===== src/rtl/sdspi_pkg.sv =====
// Shared SD data-path definitions: transfer FSM encoding, block size and data
// tokens used by the block sequencer, llsddata and the bus controller.
package sdspi_pkg;

  localparam int         SD_LGBLK       = 9;
  localparam logic [7:0] SD_TOKEN_START = 8'hFE;
  localparam logic [7:0] SD_TOKEN_WRACK = 8'h05;

  typedef enum logic [2:0] {
    ST_IDLE,
    ST_WR_LOAD,
    ST_WR_SEND,
    ST_WR_DRAIN,
    ST_RD_WAIT,
    ST_RD_DATA,
    ST_DONE
  } xfer_state_t;

  function automatic logic is_rd_state(input xfer_state_t s);
    return (s == ST_RD_WAIT) || (s == ST_RD_DATA);
  endfunction

endpackage


===== src/rtl/sdxfer_timeout.sv =====
// Read start-token watchdog: counts enabled SD clock edges and pulses expire on
// the edge that brings the count to its all-ones value.
module sdxfer_timeout #(
  parameter int LGTIMEOUT = 16
) (
  input  logic i_clk,
  input  logic i_reset_n,
  input  logic i_clr,
  input  logic i_en,
  output logic o_expire
);

  localparam logic [LGTIMEOUT-1:0] PRE_LAST = {{(LGTIMEOUT-1){1'b1}}, 1'b0};

  logic [LGTIMEOUT-1:0] cnt_q;

  always_ff @(posedge i_clk or negedge i_reset_n) begin
    if (!i_reset_n)  cnt_q <= '0;
    else if (i_clr)  cnt_q <= '0;
    else if (i_en)   cnt_q <= cnt_q + 1'b1;
  end

  assign o_expire = i_en & ~i_clr & (cnt_q == PRE_LAST);

endmodule


===== src/rtl/sdblock_xfer.sv =====
// Moves one sector between the local buffer RAM and llsddata. Buffer read data
// for o_buf_addr must be valid by the clock edge that ends the cycle it is presented.
module sdblock_xfer
  import sdspi_pkg::*;
#(
  parameter int LGBLK     = SD_LGBLK,
  parameter int LGTIMEOUT = 16
) (
  input  logic             i_clk,
  input  logic             i_reset_n,
  input  logic             i_start,
  input  logic             i_dir,
  input  logic             i_abort,
  input  logic             i_pedge,
  output logic             o_busy,
  output logic             o_done,
  output logic             o_err,
  output logic             o_timeout,
  output logic [LGBLK-1:0] o_buf_addr,
  output logic             o_buf_we,
  output logic [7:0]       o_buf_wdata,
  input  logic [7:0]       i_buf_data,
  output logic             o_ll_stb,
  output logic [7:0]       o_ll_byte,
  input  logic             i_ll_busy,
  output logic             o_ll_expect,
  input  logic             i_ll_stb,
  input  logic [7:0]       i_ll_byte,
  input  logic             i_ll_err
);

  localparam logic [LGBLK-1:0] LAST_ADDR = '1;

  xfer_state_t      state_q, state_d;
  logic [LGBLK-1:0] addr_q, addr_d;
  logic [7:0]       llbyte_q, llbyte_d;
  logic [7:0]       wdata_q, wdata_d;
  logic             we_q, we_d;
  logic             err_q, err_d;
  logic             tmo_q, tmo_d;
  logic             tmr_clr, tmr_en, tmr_expire;
  logic             rd;

  sdxfer_timeout #(.LGTIMEOUT(LGTIMEOUT)) u_timeout (
    .i_clk     (i_clk),
    .i_reset_n (i_reset_n),
    .i_clr     (tmr_clr),
    .i_en      (tmr_en),
    .o_expire  (tmr_expire)
  );

  always_ff @(posedge i_clk or negedge i_reset_n) begin
    if (!i_reset_n) begin
      state_q  <= ST_IDLE;
      addr_q   <= '0;
      llbyte_q <= '0;
      wdata_q  <= '0;
      we_q     <= 1'b0;
      err_q    <= 1'b0;
      tmo_q    <= 1'b0;
    end else begin
      state_q  <= state_d;
      addr_q   <= addr_d;
      llbyte_q <= llbyte_d;
      wdata_q  <= wdata_d;
      we_q     <= we_d;
      err_q    <= err_d;
      tmo_q    <= tmo_d;
    end
  end

  always_comb begin
    state_d  = state_q;
    addr_d   = addr_q;
    llbyte_d = llbyte_q;
    wdata_d  = wdata_q;
    we_d     = 1'b0;
    err_d    = err_q;
    tmo_d    = tmo_q;
    tmr_clr  = 1'b0;
    rd       = is_rd_state(state_q);
    tmr_en   = (state_q == ST_RD_WAIT) & i_pedge;

    // Read side: address advances once the write of the current byte has gone out.
    if (rd && i_ll_err) err_d = 1'b1;
    if (rd && we_q)     addr_d = addr_q + 1'b1;

    unique case (state_q)
      ST_IDLE: begin
        if (i_start) begin
          err_d  = 1'b0;
          tmo_d  = 1'b0;
          addr_d = '0;
          if (i_dir) begin
            state_d = ST_RD_WAIT;
            tmr_clr = 1'b1;
          end else begin
            state_d = ST_WR_LOAD;
          end
        end
      end
      ST_WR_LOAD: begin
        llbyte_d = i_buf_data;
        state_d  = ST_WR_SEND;
      end
      ST_WR_SEND: begin
        if (!i_ll_busy) begin
          if (addr_q == LAST_ADDR) begin
            state_d = ST_WR_DRAIN;
          end else begin
            addr_d  = addr_q + 1'b1;
            state_d = ST_WR_LOAD;
          end
        end
      end
      ST_WR_DRAIN: begin
        if (!i_ll_busy) state_d = ST_DONE;
      end
      ST_RD_WAIT: begin
        // A byte arriving on the expiry edge means the token made it in time.
        if (i_ll_stb) begin
          we_d    = 1'b1;
          wdata_d = i_ll_byte;
          state_d = ST_RD_DATA;
        end else if (tmr_expire) begin
          err_d   = 1'b1;
          tmo_d   = 1'b1;
          state_d = ST_DONE;
        end
      end
      ST_RD_DATA: begin
        if (we_q && addr_q == LAST_ADDR) begin
          state_d = ST_DONE;
        end else if (i_ll_stb) begin
          we_d    = 1'b1;
          wdata_d = i_ll_byte;
        end
      end
      ST_DONE: state_d = ST_IDLE;
      default: state_d = ST_IDLE;
    endcase

    if (i_abort && state_q != ST_IDLE && state_q != ST_DONE) begin
      state_d = ST_DONE;
      err_d   = 1'b1;
      we_d    = 1'b0;
    end
  end

  assign o_busy      = (state_q != ST_IDLE);
  assign o_done      = (state_q == ST_DONE);
  assign o_err       = err_q;
  assign o_timeout   = tmo_q;
  assign o_buf_addr  = addr_q;
  assign o_buf_we    = we_q;
  assign o_buf_wdata = wdata_q;
  assign o_ll_stb    = (state_q == ST_WR_SEND);
  assign o_ll_byte   = llbyte_q;
  assign o_ll_expect = is_rd_state(state_q);

endmodule


===== config.mk =====
export PLATFORM = sky130hd
export DESIGN_NAME = sdblock_xfer
export DESIGN_NICKNAME = d
export VERILOG_FILES = /design/src/rtl/sdspi_pkg.sv /design/src/rtl/sdxfer_timeout.sv /design/src/rtl/sdblock_xfer.sv
export SDC_FILE = /design/constraint.sdc
export NUM_CORES = 1
export LEC_CHECK = 0
export ABC_AREA = 1
export CORE_ASPECT_RATIO = 0.75
export CORE_MARGIN = 2
export CORE_UTILIZATION = 25
export CTS_CLUSTER_DIAMETER = 100
export DETAILED_ROUTE_END_ITERATION = 12
export SYNTH_ARGS = -nofsm -noshare
export SYNTH_HDL_FRONTEND = slang
export SYNTH_SLANG_ARGS = --single-unit

===== constraint.sdc =====
create_clock -name i_clk -period 2.91 [get_ports i_clk]
set_clock_uncertainty 0.15 [all_clocks]
set_input_delay 0.582 -clock i_clk [delete_from_list [all_inputs] [get_ports i_clk]]
set_output_delay 0.582 -clock i_clk [all_outputs]
set_load 0.02 [all_outputs]

==> metrics.md <==
| Metric | Value |
|---|---|
| Status | finished, final reports clean |
| Syn-to-layout area delta | 33.6% |
| Iter 0 DRT Violations | 138 |
| GRT Total Usage | ~13% |
| Crit end category | primary output |
| Tightest Pin Transition | ~430 ps |
| WP buf/inv | 1 |
| Mapped Area | between 2000 and 3000 um2 |
| WHS | between 100 and 150 ps |
| Post-route cell area | 3540 um2 |
| Slew Limit Fails | 0 |
| Slowest CP cell | clkdlybuf4s50_1 |
| CP startpoint | state_q[2] |
| Area leader, netlist | dfrtp_1 |
| Starting Density | 25.7% |
| CTS root buf | clkbuf_16 |
| Clock Sinks | between 40 and 50 |
| Reg2Reg Launch Point | o_buf_addr[0] |
| Die Wd | between 100 and 150 um |
| Setup WS pre-CTS | 612 ps |
| # rows | 32 |
| DRC | 0 |
| Max Root-Sink Buffers | 2 |
| Placed inst area | between 3000 and 4000 um2 |
| Max FO, Critical Path | 8 |
| CP peak stage delay | about 650 ps |
| Worst setup margin | 313 ps |
| Core ar. | 10,300 um2 |
| CP delay by family, top | buffers and inverters |
| Port Buffers | 56 |
| Initial antenna violation count | 0 |
| Routed wire length | between 6 and 7 mm |
| Fin crit period | about 2600 ps |
| Clk pin slew, worst setup/hold paths | roughly 60 ps |
| CP Launch Type | flop |
| Ratio of cells with drive above 1 in the final layout | around 9.2% |
| Post_cts resized | 0 |
| Via density | 4.50 |
| Area of the die | about 11,000 um2 |
| Setup Viol. Count Final | 0 |
| Net count reported at finish | between 400 and 500 |
| Post-CTS setup buffers | 0 |
| Final period util | about nine tenths |
| Hold Fails Final Rpt | 0 |
| Power Dens Cells | about 900 nW/um2 |
| Peak Freq | 385 MHz |
| HP Class | in -> async |
| CTS tree | yes |
| Fill cell count | roughly 1,100 |
| Largest net degree at the start of global routing | 48 |
| Vias in the first global route | roughly 2,500 |
| Worst-Skew Late Latency | a little under 300 ps |
| Met3 WL | 433 um |
| Slew HR | between 70% and 80% |
| Leakage | approximately 0.0017 uW |
| # H-tree levels | 2 |
| Synth area leaders | dfrtp_1, nand2_1, nand3_1 |
| Worst EP required | 2180 ps |
| WL met1 | about 3.3 mm |
| RSZ-0062 raised after global routing | false |
| Kind of critical path | reg -> out |
| CP cell instances | nand2_1 > nor2_1 > clkdlybuf4s50_1 |
| Num ports | 57 |
| ANT cells | 0 |
| Final HPWL DP | roughly 5.1 mm |
| Top Metal Used | met4 |
| First-pass GRT wire length | approximately 12 mm |
| Synth Instances | around 350 |
| Synth unique cells | 31 |
| Final setup TNS | 0 ps |
| Synth top area share | between 40% and 50% |
| Detail Route met2 WL | around 2.9 mm |
| Critical path arrival | ~1900 ps |
| Max Cap Viol | 0 |
| TritonCTS buffer count | 5 |
| Total gr overflow | 0 |
| Ys Warns | 0 |
| Routed via count | 2,478 |
| Seq/Total Area, Yosys | between 40% and 50% |
| Placer Congestion | about 0.86 |
| Post-synth net total | ~380 |
| Antenna-violating nets left | 0 |
| Max rail drop VDD | roughly 0.00040 V |
| Drt wl/cell | 12.2 um |
| Synthesized flop and latch total | 47 |
| CTS Hold Buffers Added | 0 |
| Avg Cell Area, Syn | between 7 and 8 um2 |
| Pre-Repair DR Iteration Count | 4 |
| Chip height | slightly above 90 um |
sequential cells by signal (all words and copies together) (netlist names):
signal and flops:
o_err 1, o_buf_we 1, o_timeout 1, o_buf_wdata 8, u_timeout.cnt_q 16, o_buf_addr 9
o_ll_byte 8, state_q 3
final timing paths:
check / cells past startpoint / end / slack [ps]
max: 3 / o_done / 310
max in group asynchronous: 2 / o_buf_addr[0] / 2260
min reg2reg: 2 / o_ll_byte[7] / 330
min in group i_clk: 2 / o_ll_byte[7] / 330
max reg2reg: 11 / o_buf_addr[6] / 630
min: 2 / u_timeout.cnt_q[7] / 130
layout make-up:
type	count	area (um2)	area share, %
repair buffers	59	591	16.7
clock buffers	5	125	3.54
inverters	50	198	5.59
multi-input cells	252	1240	35.0
flip-flops and latches	47	1180	33.3
well taps	136	170	4.81
clock inverters	2	37.5	1.06
synthesized netlist by cell type:
| cell | count |
|---|---|
| o21ai_0 | 15 |
| inv_1 | 43 |
| dfrtp_1 | 47 |
| o21bai_1 | 1 |
| o22ai_1 | 1 |
| nor2_1 | 29 |
| a21oi_2 | 1 |
| o21a_1 | 1 |
| a21o_1 | 2 |
| a21oi_1 | 15 |
| o21ai_2 | 1 |
| buf_2 | 1 |
| inv_2 | 3 |
| xor2_1 | 1 |
| nand3_2 | 1 |
| nand4_1 | 10 |
| nor3_1 | 9 |
| buf_6 | 2 |
| o21ai_4 | 1 |
| inv_4 | 4 |
| nand2_1 | 108 |
| nor3_2 | 1 |
| nor2_4 | 2 |
| buf_4 | 1 |
| nor3_4 | 2 |
| nand3_1 | 35 |
| nor2_2 | 3 |
| ha_1 | 4 |
| nand2_2 | 7 |
| nand3_4 | 1 |
| o211ai_1 | 1 |
logic make-up (layout without fill, tap and decap cells):
| kind of cell | count (synthesis) | in the layout | synth area share, % |
|---|---|---|---|
| buffers and inverters | 54 | 116 | 8.79 |
| DFF | 47 | 47 | 44.4 |
| AOI/OAI and AO/OA | 39 | 39 | 8.60 |
| and+or+nand+nor | 208 | 208 | 36.0 |
| xor gates and xnor gates | 1 | 1 | 0.331 |
| adders and majority gates | 4 | 4 | 1.89 |
report_power, final:
part,switching [uW],internal (uW),total [uW],leakage [uW]
sequential,227,906,1130,0.000603
combinational,878,621,1500,0.00104
clock,242,400,643,0.0000759
worst register-to-register path, delay by kind of cell, from the launching register on:
kind / cells / cell delay (ps)
DFF: 1 / 410
adders and majority gates: 2 / 410
buffers and inverters: 1 / 90
and+or+nand+nor: 6 / 760
AOI/OAI and AO/OA: 2 / 330
metrics by stage:
step,util (%),total power (uW),instances
detailed placement,32.8,2650,544
global placement,32.8,2630,544
floorplan,-,2040,353
global route,34.4,3540,551
finish,34.4,3270,551
CTS,34.4,3310,551
cells in the final DEF (no fill, tap or decap), types with 5 or more instances in the layout:
master / n
nand2_1: 108
clkbuf_16: 5
nor2_1: 29
dfrtp_1: 47
inv_1: 43
o21ai_0: 15
nand3_1: 35
nand4_1: 10
a21oi_1: 15
clkdlybuf4s50_1: 55
nand2_2: 7
nor3_1: 9
routing by layer:
layer | track usage [%] | vias to the layer above
li1 | - | 1257
met1 | 18.3 | 1150
met2 | 18.9 | 62
met3 | 3.90 | 9
met4 | 3.16 | 0
met5 | 0 | -
Power figures use the tool's default switching activity.
